===== config.mk =====
export PLATFORM = sky130hd
export DESIGN_NAME = watch_set_cu
export DESIGN_NICKNAME = d
export VERILOG_FILES = /design/src/rtl/watch_set_cu.sv
export SDC_FILE = /design/constraint.sdc
export NUM_CORES = 1
export LEC_CHECK = 0
export CORE_AREA = 5 5 88 90
export CTS_BUF_LIST = sky130_fd_sc_hd__clkbuf_2
export CTS_CLUSTER_SIZE = 10
export DETAILED_ROUTE_END_ITERATION = 7
export DIE_AREA = 0 0 93 95
export GPL_TIMING_DRIVEN = 0
export PLACE_DENSITY = 0.77
export SYNTH_ARGS = -nofsm -noshare
export SYNTH_HDL_FRONTEND = slang
export SYNTH_SLANG_ARGS = --single-unit
export TNS_END_PERCENT = 100

===== constraint.sdc =====
create_clock -name clk -period 2.35 [get_ports clk]
set_clock_uncertainty 0.2 [all_clocks]
set_input_delay 0.47 -clock clk [delete_from_list [all_inputs] [get_ports clk]]
set_output_delay 0.47 -clock clk [all_outputs]
set_load 0.1 [all_outputs]

===== src/rtl/watch_set_cu.sv =====
// Set-mode controller for the watch: field select, edit pulses, blink, timeout.
// Every output is a register and answers one clock after the input pulse that causes it.
module watch_set_cu #(
  parameter int TIMEOUT_CYC = 1_000_000_000,
  parameter int BLINK_CYC   = 25_000_000
) (
  input  logic       clk,
  input  logic       rst,
  input  logic       i_set,
  input  logic       i_next,
  input  logic       i_prev,
  input  logic       i_up,
  input  logic       i_down,
  output logic       o_set_mode,
  output logic [1:0] o_field,
  output logic       o_blink,
  output logic       o_hour_p,
  output logic       o_hour_m,
  output logic       o_min_p,
  output logic       o_min_m,
  output logic       o_sec_clr,
  output logic       o_hold
);

  localparam int TW = (TIMEOUT_CYC > 2) ? $clog2(TIMEOUT_CYC) : 1;
  localparam int BW = (BLINK_CYC > 2) ? $clog2(BLINK_CYC) : 1;
  localparam logic [TW-1:0] T_LAST = TW'(TIMEOUT_CYC - 1);
  localparam logic [BW-1:0] B_LAST = BW'(BLINK_CYC - 1);

  typedef enum logic [1:0] {
    IDLE     = 2'd0,
    SET_HOUR = 2'd1,
    SET_MIN  = 2'd2,
    SET_SEC  = 2'd3
  } state_t;

  state_t          state;
  state_t          ring_nx;
  state_t          ring_pv;
  state_t          step;
  logic [TW-1:0]   tcnt;
  logic [BW-1:0]   bcnt;

  logic nav_any;
  logic nav;
  logic edit_up;
  logic edit_dn;
  logic any_in;
  logic acc;

  // next/prev together is a no-op but still outranks up/down
  assign nav_any = i_next | i_prev;
  assign nav     = i_next ^ i_prev;
  assign edit_up = i_up & ~i_down & ~nav_any;
  assign edit_dn = i_down & ~i_up & ~nav_any;
  assign any_in  = i_set | nav_any | i_up | i_down;
  assign acc     = nav | edit_up | edit_dn;

  assign ring_nx = (state == SET_SEC) ? SET_HOUR
                 : state_t'(state + 2'd1);
  assign ring_pv = (state == SET_HOUR) ? SET_SEC
                 : state_t'(state - 2'd1);
  assign step    = i_next ? ring_nx : ring_pv;

  always_ff @(posedge clk or negedge rst) begin
    if (!rst) begin
      state      <= IDLE;
      tcnt       <= '0;
      bcnt       <= '0;
      o_set_mode <= 1'b0;
      o_hold     <= 1'b0;
      o_field    <= 2'd0;
      o_blink    <= 1'b1;
      o_hour_p   <= 1'b0;
      o_hour_m   <= 1'b0;
      o_min_p    <= 1'b0;
      o_min_m    <= 1'b0;
      o_sec_clr  <= 1'b0;
    end else begin
      o_hour_p  <= 1'b0;
      o_hour_m  <= 1'b0;
      o_min_p   <= 1'b0;
      o_min_m   <= 1'b0;
      o_sec_clr <= 1'b0;
      if (state == IDLE) begin
        if (i_set) begin
          state      <= SET_HOUR;
          o_field    <= SET_HOUR;
          o_set_mode <= 1'b1;
          o_hold     <= 1'b1;
          o_blink    <= 1'b1;
          tcnt       <= '0;
          bcnt       <= '0;
        end
      end else if (i_set || (!any_in && tcnt == T_LAST)) begin
        state      <= IDLE;
        o_field    <= 2'd0;
        o_set_mode <= 1'b0;
        o_hold     <= 1'b0;
        o_blink    <= 1'b1;
        tcnt       <= '0;
        bcnt       <= '0;
      end else begin
        tcnt <= any_in ? '0 : tcnt + TW'(1);
        if (acc) begin
          bcnt    <= '0;
          o_blink <= 1'b1;
        end else if (bcnt == B_LAST) begin
          bcnt    <= '0;
          o_blink <= ~o_blink;
        end else begin
          bcnt <= bcnt + BW'(1);
        end
        if (nav) begin
          state   <= step;
          o_field <= step;
        end else begin
          unique case (state)
            SET_HOUR: begin
              o_hour_p <= edit_up;
              o_hour_m <= edit_dn;
            end
            SET_MIN: begin
              o_min_p <= edit_up;
              o_min_m <= edit_dn;
            end
            SET_SEC:  o_sec_clr <= edit_up | edit_dn;
            default:  ;
          endcase
        end
      end
    end
  end

endmodule


==> metrics.md <==
| Metric | Value |
|---|---|
| Cell area power density | 620 mW/mm^2 |
| Fin nets | 478 |
| Leakage | 1.90 nW |
| Register area share after synthesis | 0.424 |
| Clk_lat worst skew | 0.52 ns |
| Largest net degree at the start of global routing | 65 |
| Clock transition at path regs | 0.23 ns |
| EDFF count, synth | 0 |
| Min cycle time layout | 2.51 ns |
| FFs w/ async S/R, synth | 1.00 |
| Max VDD drop | 0.248 mV |
| Leading area contributor after synthesis | dfrtp_1 |
| Overall fraction of global-route tracks in use | 0.232 |
| YS warnings | 0 |
| Avg Inst Size Synth | 9.13 um^2 |
| Initial Utilization | 0.541 |
| Total grt overflow | 0 |
| Via count | 3610 |
| Slew Viols, Final | 0 |
| First-pass GRT wire length | 16400 um |
| Max cap viols | 0 |
| Worst hold slack | 0.313 ns |
| CTS tree | built |
| Core area | 0.00698 mm^2 |
| Max Fclk | 398 MHz |
| Final setup violating endpoints | 24 |
| PortBufs | 15 |
| Tcrit/Tclk final | 1.07 |
| Drc violations | 0 |
| Unrepaired setup endpoints after global routing | yes |
| DR vias/cell | 6.56 |
| Setup slack after layout | -0.162 ns |
| Top cell type's share of synthesized area | 0.417 |
| Power after layout | 3.00 mW |
| Die Footprint | 0.00884 mm^2 |
| Max clock buf depth | 2 |
| Total wire length | 10800 um |
| Clock Tree Root | clkbuf_2 |
| Width of the die | 93 um |
| Failing checks | setup timing |
| Slew margin rel. | 0.426 |
| Die Span Y | 95 um |
| Hold Path Class | register to register |
| Placed cell count | 511 |
| Crit path kind | register to register |
| Slew @ Worst Pin | 0.862 ns |
| Syn-to-layout area delta | 28.0% |
| CTS sink count | 64 |
| Worst slack, placed | -0.879 ns |
| Final setup TNS | -1.51 ns |
| Drt wl/cell | 19.7 um |
| Initial antenna violation count | 0 |
| Register bit total from synthesis | 64 |
| Layout cells sized above 1 | 0.263 |
| Main synth FF type | dfrtp_1 |
| Required @ worst endpoint | 2.62 ns |
| Placed inst area | 0.00405 mm^2 |
| Commonest cells post-synth | 63 x dfrtp_1, 32 x nand2_1, 27 x nor3_1 |
| Mapped Cells | 414 |
| Io pins | 17 |
| Top-count cell post-synth | dfrtp_1 |
| Final ANT Viol Nets | 0 |
| Worst Path Max Fanout | 10 |
| Cell row count | 31 |
| Top cells by area, synth | dfrtp_1 42%, xnor2_1 4.2%, nor3_1 3.6%, nand2_1 3.2%, nand3_1 3.0% |
| CTS buffer count | 9 |
| Worst Setup Start Kind | register |
| Post-synthesis instance area | 0.00378 mm^2 |
| Critical path data arrival time | 2.79 ns |
| First DRT Iteration DRCs | 371 |
| Non-Filler Instances | 550 |
| Status | complete, but fails checks |
| Antenna cell count | 0 |
| Vias in the first global route | 3358 |
| Design Area, Final | 0.00484 mm^2 |
| Worst Setup End Kind | register |
| Layout Utilization | 0.693 |
| Drt first pass iters | 5 |
| # H-tree levels | 3 |
| DP Wirelength | 5960 um |
| Final Hold Fails | 0 |
| Distinct cell type count after synthesis | 57 |
| GP Congestion | 0.837 |
| Syn_nets | 429 |
-- area by class of cell --
class / instances / area [um^2]
clock buffer: 11 / 55.1
fill: 505 / 2140
clock inverter: 5 / 72.6
multi-input combinational: 308 / 2330
tap: 82 / 103
buffer: 22 / 171
sequential: 64 / 1620
timing repair buffer: 41 / 429
inverter: 17 / 63.8
-- per-layer routing --
metal,track usage,wire length [um]
met2,0.374,5220
met4,0.0879,244
met1,0.318,4660
met3,0.0343,721
met5,0,0
-- where the power goes --
| part | total, mW | internal, mW | switching, mW |
|---|---|---|---|
| combinational | 1.04 | 0.345 | 0.694 |
| sequential | 1.19 | 1.14 | 0.0432 |
| clock | 0.776 | 0.354 | 0.423 |
-- critical path, cell delays in order (launching register included) --
cell and delay [ns]:
dfrtp_4 0.52, inv_1 0.10, ha_4 0.21, nand2b_2 0.16, nand4_1 0.24, clkbuf_4 0.28
nor4_1 0.35, xnor2_1 0.20, nor3_4 0.19
-- worst paths after layout --
| check | cells after the start | from | slack (ns) | endpoint |
|---|---|---|---|---|
| worst max-delay path | 8 | state[1]$_DFFE_PN0P_ | -0.16 | bcnt[15]$_DFFE_PN0P_ |
| worst min-delay path | 1 | tcnt[27]$_DFFE_PN0P_ | 0.31 | tcnt[27]$_DFFE_PN0P_ |
| worst max register to register | 8 | state[1]$_DFFE_PN0P_ | -0.16 | bcnt[15]$_DFFE_PN0P_ |
| worst min register to register | 1 | tcnt[27]$_DFFE_PN0P_ | 0.31 | tcnt[27]$_DFFE_PN0P_ |
| max in group asynchronous | 2 | rst | 0.94 | state[0]$_DFFE_PN0P_ |
| min in group asynchronous | 2 | rst | 0.36 | tcnt[15]$_DFFE_PN0P_ |
-- timing repair --
action                                  CTS  global route
hold buffers                              1             0
endpoints found under the setup margin   69            50
pin swaps                                11            17
gates cloned                              1             4
setup buffers                            12             8
resized for setup                        65            62
endpoints found under the hold margin    63             0
-- sequential cells by signal, summed over array words and instances (netlist names) --
name / cells
o_sec_clr: 1
o_hour_m: 1
tcnt: 30
o_blink: 1
o_hour_p: 1
o_min_p: 1
state: 2
o_min_m: 1
bcnt: 25
o_hold: 1
-- cells in the final DEF, fill, tap and decap left out, types with 5 or more instances in the layout --
cell type         n
o21ai_1           5
a21o_1           12
and4_1            6
clkbuf_1          5
a22o_1            7
clkdlybuf4s15_2  10
clkbuf_2         14
and3_1            7
or3_1             5
nand2_1          32
inv_1            15
nor3_4            8
nor3_1           17
a21oi_2           8
dfrtp_1          57
o21ai_0          17
nor4_1            8
nand2b_1          5
nor2_1           18
o21a_1            5
and2_1            6
buf_6             5
mux2i_1           5
nor4_2            5
nand4_1          18
xnor2_1          18
buf_4            22
nand3_1          23
-- kinds of logic (layout without fill, tap and decap cells) --
family	after synthesis	count (layout)	synth area share
AND/OR/NAND/NOR	189	189	0.282
buffers and inverters	42	96	0.0520
flip-flops	64	64	0.424
AO/OA/AOI/OAI	84	84	0.151
multiplexers	5	5	0.0132
XOR/XNOR	22	22	0.0510
adder cells (fa/ha/maj)	8	8	0.0265
Note: power is estimated with default switching activity, not from simulation.
